### src/rtl/mlp_act_pkg.sv
// Shared types and fixed-point constants for the activation datapath.
package mlp_act_pkg;

    // Arbiter FSM states.
    typedef enum logic [1:0] {
        ST_IDLE  = 2'd0,
        ST_ISSUE = 2'd1,
        ST_WAIT  = 2'd2,
        ST_RESP  = 2'd3
    } arb_state_t;

    // Default datapath widths: angle is signed Q4.12, tanh result is signed Q4.13.
    localparam int ANGLE_W_DEF = 16;
    localparam int TANH_W_DEF  = 17;

    // Q-format fraction bits and the encoding of 1.0 in each format.
    localparam int ANGLE_FRAC = 12;
    localparam int TANH_FRAC  = 13;
    localparam logic [ANGLE_W_DEF-1:0] ANGLE_ONE = ANGLE_W_DEF'(1 << ANGLE_FRAC);
    localparam logic [TANH_W_DEF-1:0]  TANH_ONE  = TANH_W_DEF'(1 << TANH_FRAC);

endpackage

### src/rtl/rr_priority_pick.sv
// Round-robin pick: first set request at or above ptr, wrapping past NREQ-1.
module rr_priority_pick #(
    parameter int NREQ = 4,
    parameter int IDW  = $clog2(NREQ)
) (
    input  logic [NREQ-1:0] req,
    input  logic [IDW-1:0]  ptr,
    output logic            valid,
    output logic [IDW-1:0]  index
);

    // Scan offsets from farthest to nearest so the nearest hit is written last.
    always_comb begin : pick
        logic [IDW-1:0] cand;
        valid = 1'b0;
        index = '0;
        cand  = '0;
        for (int off = NREQ - 1; off >= 0; off--) begin
            cand = IDW'((int'(ptr) + off) % NREQ);
            if (req[cand]) begin
                valid = 1'b1;
                index = cand;
            end
        end
    end

endmodule

### src/rtl/tanh_share_arbiter.sv
// Shares one tanh engine between NREQ requesters with round-robin order and
// a WAIT-state timeout. Every output comes straight from a register.
module tanh_share_arbiter import mlp_act_pkg::*; #(
    parameter int NREQ        = 4,
    parameter int ANGLE_W     = ANGLE_W_DEF,
    parameter int TANH_W      = TANH_W_DEF,
    parameter int TIMEOUT_CYC = 63
) (
    input  logic                      Clk,
    input  logic                      Reset,
    input  logic [NREQ-1:0]           req,
    input  logic [NREQ*ANGLE_W-1:0]   angle,
    output logic [NREQ-1:0]           ack,
    output logic                      eng_start,
    output logic [ANGLE_W-1:0]        eng_angle,
    input  logic                      eng_done,
    input  logic [TANH_W-1:0]         eng_tanh,
    output logic                      rsp_valid,
    output logic [$clog2(NREQ)-1:0]   rsp_id,
    output logic [TANH_W-1:0]         rsp_tanh,
    output logic                      rsp_err,
    output logic                      busy
);

    localparam int IDW = $clog2(NREQ);
    localparam int TW  = $clog2(TIMEOUT_CYC + 1);

    arb_state_t state_q, state_d;

    logic [NREQ-1:0][ANGLE_W-1:0] angle_arr;
    logic [IDW-1:0]     sel_q, sel_d;
    logic [IDW-1:0]     rr_ptr_q, rr_ptr_d;
    logic [TW-1:0]      timer_q, timer_d;
    logic [NREQ-1:0]    ack_q, ack_d;
    logic               eng_start_q, eng_start_d;
    logic [ANGLE_W-1:0] eng_angle_q, eng_angle_d;
    logic               rsp_valid_q, rsp_valid_d;
    logic [IDW-1:0]     rsp_id_q, rsp_id_d;
    logic [TANH_W-1:0]  rsp_tanh_q, rsp_tanh_d;
    logic               rsp_err_q, rsp_err_d;
    logic               busy_q, busy_d;

    logic               pick_valid;
    logic [IDW-1:0]     pick_idx;

    assign angle_arr = angle;

    rr_priority_pick #(.NREQ(NREQ), .IDW(IDW)) u_pick (
        .req   (req),
        .ptr   (rr_ptr_q),
        .valid (pick_valid),
        .index (pick_idx)
    );

    // Next-state and next-output logic; ack/start/valid are one-cycle pulses.
    always_comb begin
        state_d     = state_q;
        sel_d       = sel_q;
        rr_ptr_d    = rr_ptr_q;
        timer_d     = timer_q;
        ack_d       = '0;
        eng_start_d = 1'b0;
        eng_angle_d = eng_angle_q;
        rsp_valid_d = 1'b0;
        rsp_id_d    = rsp_id_q;
        rsp_tanh_d  = rsp_tanh_q;
        rsp_err_d   = rsp_err_q;
        case (state_q)
            ST_IDLE: begin
                // Latch the winner now so ack/start are registered in ISSUE.
                if (pick_valid) begin
                    sel_d           = pick_idx;
                    eng_angle_d     = angle_arr[pick_idx];
                    ack_d[pick_idx] = 1'b1;
                    eng_start_d     = 1'b1;
                    state_d         = ST_ISSUE;
                end
            end
            ST_ISSUE: begin
                timer_d = '0;
                state_d = ST_WAIT;
            end
            ST_WAIT: begin
                // A result arriving on the timeout cycle still counts as success.
                if (eng_done) begin
                    rsp_tanh_d  = eng_tanh;
                    rsp_err_d   = 1'b0;
                    rsp_valid_d = 1'b1;
                    rsp_id_d    = sel_q;
                    state_d     = ST_RESP;
                end else if (timer_q == TW'(TIMEOUT_CYC - 1)) begin
                    rsp_tanh_d  = '0;
                    rsp_err_d   = 1'b1;
                    rsp_valid_d = 1'b1;
                    rsp_id_d    = sel_q;
                    state_d     = ST_RESP;
                end else begin
                    timer_d = timer_q + TW'(1);
                end
            end
            ST_RESP: begin
                rr_ptr_d = (sel_q == IDW'(NREQ - 1)) ? '0 : sel_q + IDW'(1);
                state_d  = ST_IDLE;
            end
            default: state_d = ST_IDLE;
        endcase
        busy_d = (state_d != ST_IDLE);
    end

    // State and output registers with synchronous active-low reset.
    always_ff @(posedge Clk) begin
        if (!Reset) begin
            state_q     <= ST_IDLE;
            sel_q       <= '0;
            rr_ptr_q    <= '0;
            timer_q     <= '0;
            ack_q       <= '0;
            eng_start_q <= 1'b0;
            eng_angle_q <= '0;
            rsp_valid_q <= 1'b0;
            rsp_id_q    <= '0;
            rsp_tanh_q  <= '0;
            rsp_err_q   <= 1'b0;
            busy_q      <= 1'b0;
        end else begin
            state_q     <= state_d;
            sel_q       <= sel_d;
            rr_ptr_q    <= rr_ptr_d;
            timer_q     <= timer_d;
            ack_q       <= ack_d;
            eng_start_q <= eng_start_d;
            eng_angle_q <= eng_angle_d;
            rsp_valid_q <= rsp_valid_d;
            rsp_id_q    <= rsp_id_d;
            rsp_tanh_q  <= rsp_tanh_d;
            rsp_err_q   <= rsp_err_d;
            busy_q      <= busy_d;
        end
    end

    assign ack       = ack_q;
    assign eng_start = eng_start_q;
    assign eng_angle = eng_angle_q;
    assign rsp_valid = rsp_valid_q;
    assign rsp_id    = rsp_id_q;
    assign rsp_tanh  = rsp_tanh_q;
    assign rsp_err   = rsp_err_q;
    assign busy      = busy_q;

endmodule

### config.mk
export PLATFORM = sky130hd
export DESIGN_NAME = tanh_share_arbiter
export DESIGN_NICKNAME = d
export VERILOG_FILES = /design/src/rtl/mlp_act_pkg.sv /design/src/rtl/rr_priority_pick.sv /design/src/rtl/tanh_share_arbiter.sv
export SDC_FILE = /design/constraint.sdc
export NUM_CORES = 1
export LEC_CHECK = 0
export CAP_MARGIN = 20
export CORE_AREA = 10 10 90 92
export DETAILED_ROUTE_END_ITERATION = 7
export DIE_AREA = 0 0 100 102
export PLACE_DENSITY = 0.84
export SETUP_SLACK_MARGIN = 0.15
export SYNTH_ARGS = -nofsm -noshare
export SYNTH_HDL_FRONTEND = slang
export SYNTH_HIERARCHICAL = 1
export SYNTH_SLANG_ARGS = --single-unit
### constraint.sdc
create_clock -name Clk -period 4.1 [get_ports Clk]
set_input_delay 0.82 -clock Clk [delete_from_list [all_inputs] [get_ports Clk]]
set_output_delay 0.82 -clock Clk [all_outputs]
set_load 0.005 [all_outputs]
==> impl_metrics.json, run 1 <==
{
  "numCtsBuffers": 5,
  "synth_common_cells": "90 x nand2_1, 55 x dfxtp_1, 20 x a21boi_0",
  "fin_tns_setup_ps": 0,
  "endpoint_kind": "register",
  "cts.sinks": 55,
  "synth-compound-area-share_pct": 15.15,
  "synth_top_area_cell": "dfxtp_1",
  "grt_use_total_pct": 15.63,
  "maxCapViolCount": 0,
  "row_count": 29,
  "ios": 131,
  "synth_area_leaders": "dfxtp_1 42%, mux4_2 14%, nand2_1 13%, a21boi_0 5.7%, o22ai_1 4.5%",
  "clock_latency_ps": 300,
  "synth_edf_count": 0,
  "io_buffers": 130,
  "clock_skew_ps": 5.203,
  "finalSetupViolCount": 0,
  "cts_tree": "yes",
  "cts_setup_buffers": 0,
  "worst_slew_pin_slew_ps": 881.0,
  "rsz0062_at_grt": "no",
  "drc": 0,
  "start_util_pct": 41.84,
  "yosysSeqAreaShare_pct": 41.92,
  "htreeDepth": 2,
  "slew_headroom_pct": 41.20,
  "finalNetCount": 501,
  "synthCells": 289,
  "syn_area_um2": 2626,
  "cts-root-buf": "clkbuf_8",
  "synth_top_area_share_pct": 41.92,
  "r2r_slack_ps": 2030,
  "die_h_um": 102,
  "clkPwrFrac_pct": 28.0,
  "share_seq_of_total_power_pct": 46.4,
  "worstPathRequired_ps": 4290,
  "hold_path_class": "register to register",
  "swShare_pct": 25.28,
  "outcome": "complete, no violations",
  "finalPower_mw": 1.304,
  "ys_seq_elements": 55,
  "postSynthAreaPerCell_um2": 9.087,
  "dpl.hpwl_um": 6276,
  "drt_iter0_drc": 59,
  "path_clk_slew_ps": 90,
  "viasPerCell": 5.197,
  "die_w_um": 100,
  "hold_viol_final": 0,
  "min_period_over_period_pct": 62.91,
  "core_area_um2": 6277,
  "synthFlopType": "dfxtp_1",
  "vias": 2536,
  "yosysWarnings": 6,
  "overflow": 0,
  "worstPathMaxFanout": 21,
  "start_kind": "input port",
  "yosys.area_share.xor_xnor_pct": 0.6670,
  "powerDensity_nw_per_um2": 320.0,
  "routed_wl_um": 7931,
  "grt_pass1_wl_um": 12990,
  "syn_nets": 380,
  "cts-resized-gates": 0,
  "antenna_found_initial": 0,
  "antenna_left": 0,
  "async_flop_share_pct": 0,
  "comb_power_share_pct": 25.6,
  "synth.distinct_cells": 40,
  "worstPathArrival_ps": 2770,
  "postCtsHoldBufs": 0,
  "yosysMostFrequentCell": "nand2_1",
  "cts_buffer_depth": 2,
  "fmax_mhz": 387.7,
  "place_congestion": 0.8282,
  "p_int_mw": 0.9741,
  "grt_start_max_net_pins": 41,
  "diodes": 0,
  "peakVddDrop_uv": 167.7,
  "grt_pass1_vias": 2683,
  "drt_pass1_iterations": 4,
  "synthAdderAreaFrac_pct": 1.429,
  "syn_to_final_growth_pct": 55.12,
  "synthSimpleGateAreaFrac_pct": 21.25,
  "routedWlPerCell_um": 16.25,
  "synth_top_family_by_area": "simple AND/OR/NAND/NOR gates",
  "leakage_nw": 1.487,
  "numPlacedInstances": 480,
  "slew_violations": 0,
  "finalCriticalPeriod_ps": 2579,
  "final_cells": 488,
  "synthMuxAreaShare_pct": 14.86,
  "final_layout_size_suffix_gt1_share_pct": 8.516,
  "dieArea_um2": 10200,
  "p_switching_mw": 0.3296,
  "critical_path_class": "input port to register"
}
[worst paths after layout]
kind                                               from                        end  cells after the start
worst min register to register   rsp_id[0]$_SDFFE_PN0P_     rsp_id[0]$_SDFFE_PN0P_                      2
worst max register to register  timer_q[1]$_SDFFE_PN0P_  rsp_tanh[16]$_SDFFE_PN0P_                      5
worst min-delay path             rsp_id[0]$_SDFFE_PN0P_     rsp_id[0]$_SDFFE_PN0P_                      2
worst max-delay path                             req[3]  eng_angle[5]$_SDFFE_PN0P_                      7
[critical path: stages]
cell	delay (ps)
clkdlybuf4s50_1	510
mux2i_1	130
a211oi_4	240
buf_4	350
mux4_2	540
nand2_1	80
a21boi_0	80
[registers in the layout (all words and copies together) (netlist names)]
name and cells:
rsp_tanh 17, eng_angle 16, timer_q 6, ack 4, rr_ptr_q 2, rsp_id 2
sel_q 2, state_q 2, busy 1, eng_start 1, rsp_err 1, rsp_valid 1
[per-stage QoR]
step                hold WS [ps]  setup WS [ps]  util (%)  instance area [um^2]
finish                     459.8           1521     64.90                  4074
global placement           448.3           1230     63.03                  3956
floorplan                  451.1           1889         -                  2626
global route               493.7           1400     64.90                  4074
detailed placement         450.8           1184     63.03                  3956
CTS                        464.0           1513     64.90                  4074
[power by group through the flow]
| stage | Sequential, mW | Clock (mW) | Combinational (mW) |
|---|---|---|---|
| final | 0.605 | 0.365 | 0.334 |
| after global routing | 0.610 | 0.397 | 0.367 |
| after CTS | 0.604 | 0.375 | 0.339 |
| after detailed placement | 0.617 | 0 | 0.338 |
| after global placement | 0.616 | 0 | 0.332 |
| after floorplan | 0.609 | 0 | 0.161 |
[cell type report]
type,instances,area (um^2)
Inverter,5,18.77
Timing Repair Buffer,134,1326
Clock buffer,6,82.58
Multi-Input combinational cell,209,1414
Clock inverter,2,35.03
Tap cell,77,96.34
Fill cell,525,2203
Sequential cell,55,1101
[layer usage]
layer | vias to the layer above | wire, um | global-route usage [%]
met5 | - | 0 | 0
met3 | 6 | 1323 | 12.42
met2 | 117 | 3850 | 27.43
li1 | 1249 | - | -
met1 | 1164 | 2698 | 13.98
met4 | 0 | 59 | 3.043
[layout by cell type (no fill, tap or decap), types with 2 or more instances in the layout]
master	n
clkdlybuf4s50_1	129
nand2_1	90
dfxtp_1	55
a21boi_0	20
o22ai_1	19
mux4_2	16
nor2_1	12
clkbuf_8	6
inv_1	4
nor3b_1	4
nand2b_1	4
a21oi_1	4
buf_4	4
nor3_1	3
mux2i_1	3
nor2b_1	3
ha_1	3
nand3_1	2
and2_1	2
a31oi_1	2
o21a_1	2
and3_1	2
[cell families (layout without fill, tap and decap cells)]
kind of cell / after synthesis / after routing
XOR/XNOR: 2 / 2
AO/OA/AOI/OAI: 56 / 56
flip-flops: 55 / 55
adder cells (fa/ha/maj): 3 / 3
multiplexers: 19 / 19
AND/OR/NAND/NOR: 129 / 129
buffers and inverters: 25 / 147
Power figures use the tool's default switching activity.
==> inputs of run 2 (changes only) <==
--- a/config.mk
+++ b/config.mk
@@ -6,10 +6,10 @@
 export NUM_CORES = 1
 export LEC_CHECK = 0
 export CAP_MARGIN = 20
-export CORE_AREA = 10 10 90 92
+export CORE_AREA = 10 10 93 95
 export DETAILED_ROUTE_END_ITERATION = 7
-export DIE_AREA = 0 0 100 102
-export PLACE_DENSITY = 0.84
+export DIE_AREA = 0 0 103 105
+export PLACE_DENSITY = 0.79
 export SETUP_SLACK_MARGIN = 0.15
 export SYNTH_ARGS = -nofsm -noshare
 export SYNTH_HDL_FRONTEND = slang
==> constraint.sdc (replaced) <==
create_clock -name Clk -period 2.7 [get_ports Clk]
set_input_delay 0.54 -clock Clk [delete_from_list [all_inputs] [get_ports Clk]]
set_output_delay 0.54 -clock Clk [all_outputs]
set_load 0.005 [all_outputs]
==> run 2 against run 1 <==
Largest cell class unchanged. Critical path type unchanged. Critical path depth is the same. Sequential power up 52%. Clock-buffer cell count increased by 1. Core utilization fell by 4.3 points. First-iteration DRC count increased by 20%.
==> impl_metrics.json, run 2 (synthesis gave the netlist of run 1 again) <==
{
  "dieArea_um2": 10820,
  "vias": 2511,
  "powerDensity_nw_per_um2": 465.7,
  "cts.sinks": 55,
  "viasPerCell": 5.073,
  "diodes": 0,
  "grt_use_total_pct": 14.91,
  "hold_depth": 2,
  "worst_slew_pin_slew_ps": 664.3,
  "layout.cells.most_common": "clkdlybuf4s50_1",
  "largest_register_ffs": 17,
  "ios": 131,
  "start_util_pct": 38.87,
  "final_layout_size_suffix_gt1_share_pct": 9.157,
  "routedWlPerCell_um": 16.23,
  "hold_start": "rsp_id[0]$_SDFFE_PN0P_",
  "finalNetCount": 505,
  "worstPathRequired_ps": 2890,
  "postCtsHoldBufs": 0,
  "whs_endpoint": "rsp_id[0]$_SDFFE_PN0P_",
  "rr_worst_depth": 6,
  "antenna_found_initial": 0,
  "dpl.hpwl_um": 6463,
  "drt_iter0_drc": 71,
  "die_h_um": 105,
  "seqCellArea_um2": 1101,
  "peakVddDrop_uv": 198.2,
  "critical_path_class": "input port to register",
  "drc": 0,
  "htreeDepth": 2,
  "r2r_slack_ps": 810,
  "core_area_um2": 6756,
  "slew_violations": 0,
  "cts_setup_buffers": 0,
  "numCtsBuffers": 5,
  "slew_headroom_pct": 55.71,
  "grt_start_max_net_pins": 41,
  "leakage_nw": 1.498,
  "worstPathMaxFanout": 21,
  "rsz0062_at_grt": "no",
  "grt_util_met1_pct": 14.60,
  "grt_pass1_vias": 2598,
  "finalSetupViolCount": 0,
  "place_congestion": 0.8069,
  "r2r_end": "eng_angle[6]$_SDFFE_PN0P_",
  "syn_to_final_growth_pct": 56.03,
  "overflow": 0,
  "min_period_over_period_pct": 81.41,
  "fin_tns_setup_ps": 0,
  "routed_wl_um": 8034,
  "io_buffers": 130,
  "mostFrequentLayoutCells": "129 x clkdlybuf4s50_1, 90 x nand2_1, 55 x dfxtp_1, 20 x a21boi_0, 19 x o22ai_1",
  "start_kind": "input port",
  "critical_path.top_delay_family": "buffers and inverters",
  "pre_cts_ws_ps": 179.0,
  "hold_path_class": "register to register",
  "grtUsageMet2_pct": 24.75,
  "die_w_um": 103,
  "fmax_mhz": 455.0,
  "finalCriticalPeriod_ps": 2198,
  "grt_pass1_wl_um": 12980,
  "groute.layer.met3.usage_pct": 10.41,
  "path_buf_inv": 2,
  "cts-root-buf": "clkbuf_8",
  "cts_tree": "yes",
  "cts_buffer_depth": 2,
  "multiInputGateArea_um2": 1414,
  "clock_skew_ps": 7.599,
  "r2r_start": "rr_ptr_q[1]$_SDFFE_PN0N_",
  "row_count": 30,
  "setup_slack_ps": 502.0,
  "endpoint_kind": "register",
  "drt_pass1_iterations": 6,
  "busiest_layer": "met2",
  "path_clk_slew_ps": 100,
  "clock_latency_ps": 300,
  "cp_num_cells": 7,
  "slowest_delay_ps": 510,
  "critPathSlowestCell": "clkdlybuf4s50_1",
  "worstPathArrival_ps": 2390,
  "cts-resized-gates": 0,
  "numPlacedInstances": 487,
  "path_cells": "clkdlybuf4s50_1 -> mux2i_1 -> a211oi_4 -> buf_12 -> mux4_2 -> nand2_1 -> a21boi_0",
  "final_cells": 495,
  "outcome": "complete, no violations",
  "startpoint": "req[3]",
  "antenna_left": 0,
  "fill_cells": 588,
  "maxCapViolCount": 0,
  "hold_viol_final": 0
}
==> run 2: per-stage QoR <==
step           power, mW  instance area [um^2]  util (%)  hold slack (ps)
4_1_cts            1.939                  4098     60.65            463.7
2_1_floorplan      1.170                  2626         -            451.1
3_3_place_gp       1.451                  4003     59.24            443.3
6_report           1.908                  4098     60.65            463.7
3_5_place_dp       1.464                  4003     59.24            447.0
5_1_grt            2.021                  4098     60.65            499.6
==> run 2: report_power, final <==
group	switching, mW	internal [mW]	leakage (nW)	total [mW]
Sequential	0.0463	0.871	0.449	0.917
Combinational	0.200	0.318	1.00	0.518
Clock	0.262	0.211	0.0484	0.473
Total	0.508	1.40	1.50	1.91
==> run 2: layout make-up <==
class	instances	area share, %
multi-input cells	209	34.50
repair buffers	138	33.40
flip-flops and latches	55	26.87
well taps	80	2.443
clock buffers	7	2.107
inverters	5	0.4580
clock inverters	1	0.2137
==> run 2: worst max path at each step <==
stage / end / slack (ps)
global placement: eng_angle[14]$_SDFFE_PN0P_ / 230
global route: eng_angle[6]$_SDFFE_PN0P_ / 430
floorplan: eng_angle[10]$_SDFFE_PN0P_ / 770
finish: eng_angle[6]$_SDFFE_PN0P_ / 500
CTS: eng_angle[6]$_SDFFE_PN0P_ / 510
detailed placement: eng_angle[6]$_SDFFE_PN0P_ / 180
==> run 2: worst reg2reg max path: stages, from the launching register on <==
cell and delay [ps]:
dfxtp_1 430, mux2i_1 150, a211oi_4 290, buf_12 220
mux4_2 510, nand2_1 90, a21boi_0 80
==> run 2: metal layers <==
metal	up-vias	wire, um
li1	1255	-
met1	1148	2922
met2	106	3858
met3	2	1200
met4	0	53
met5	-	0
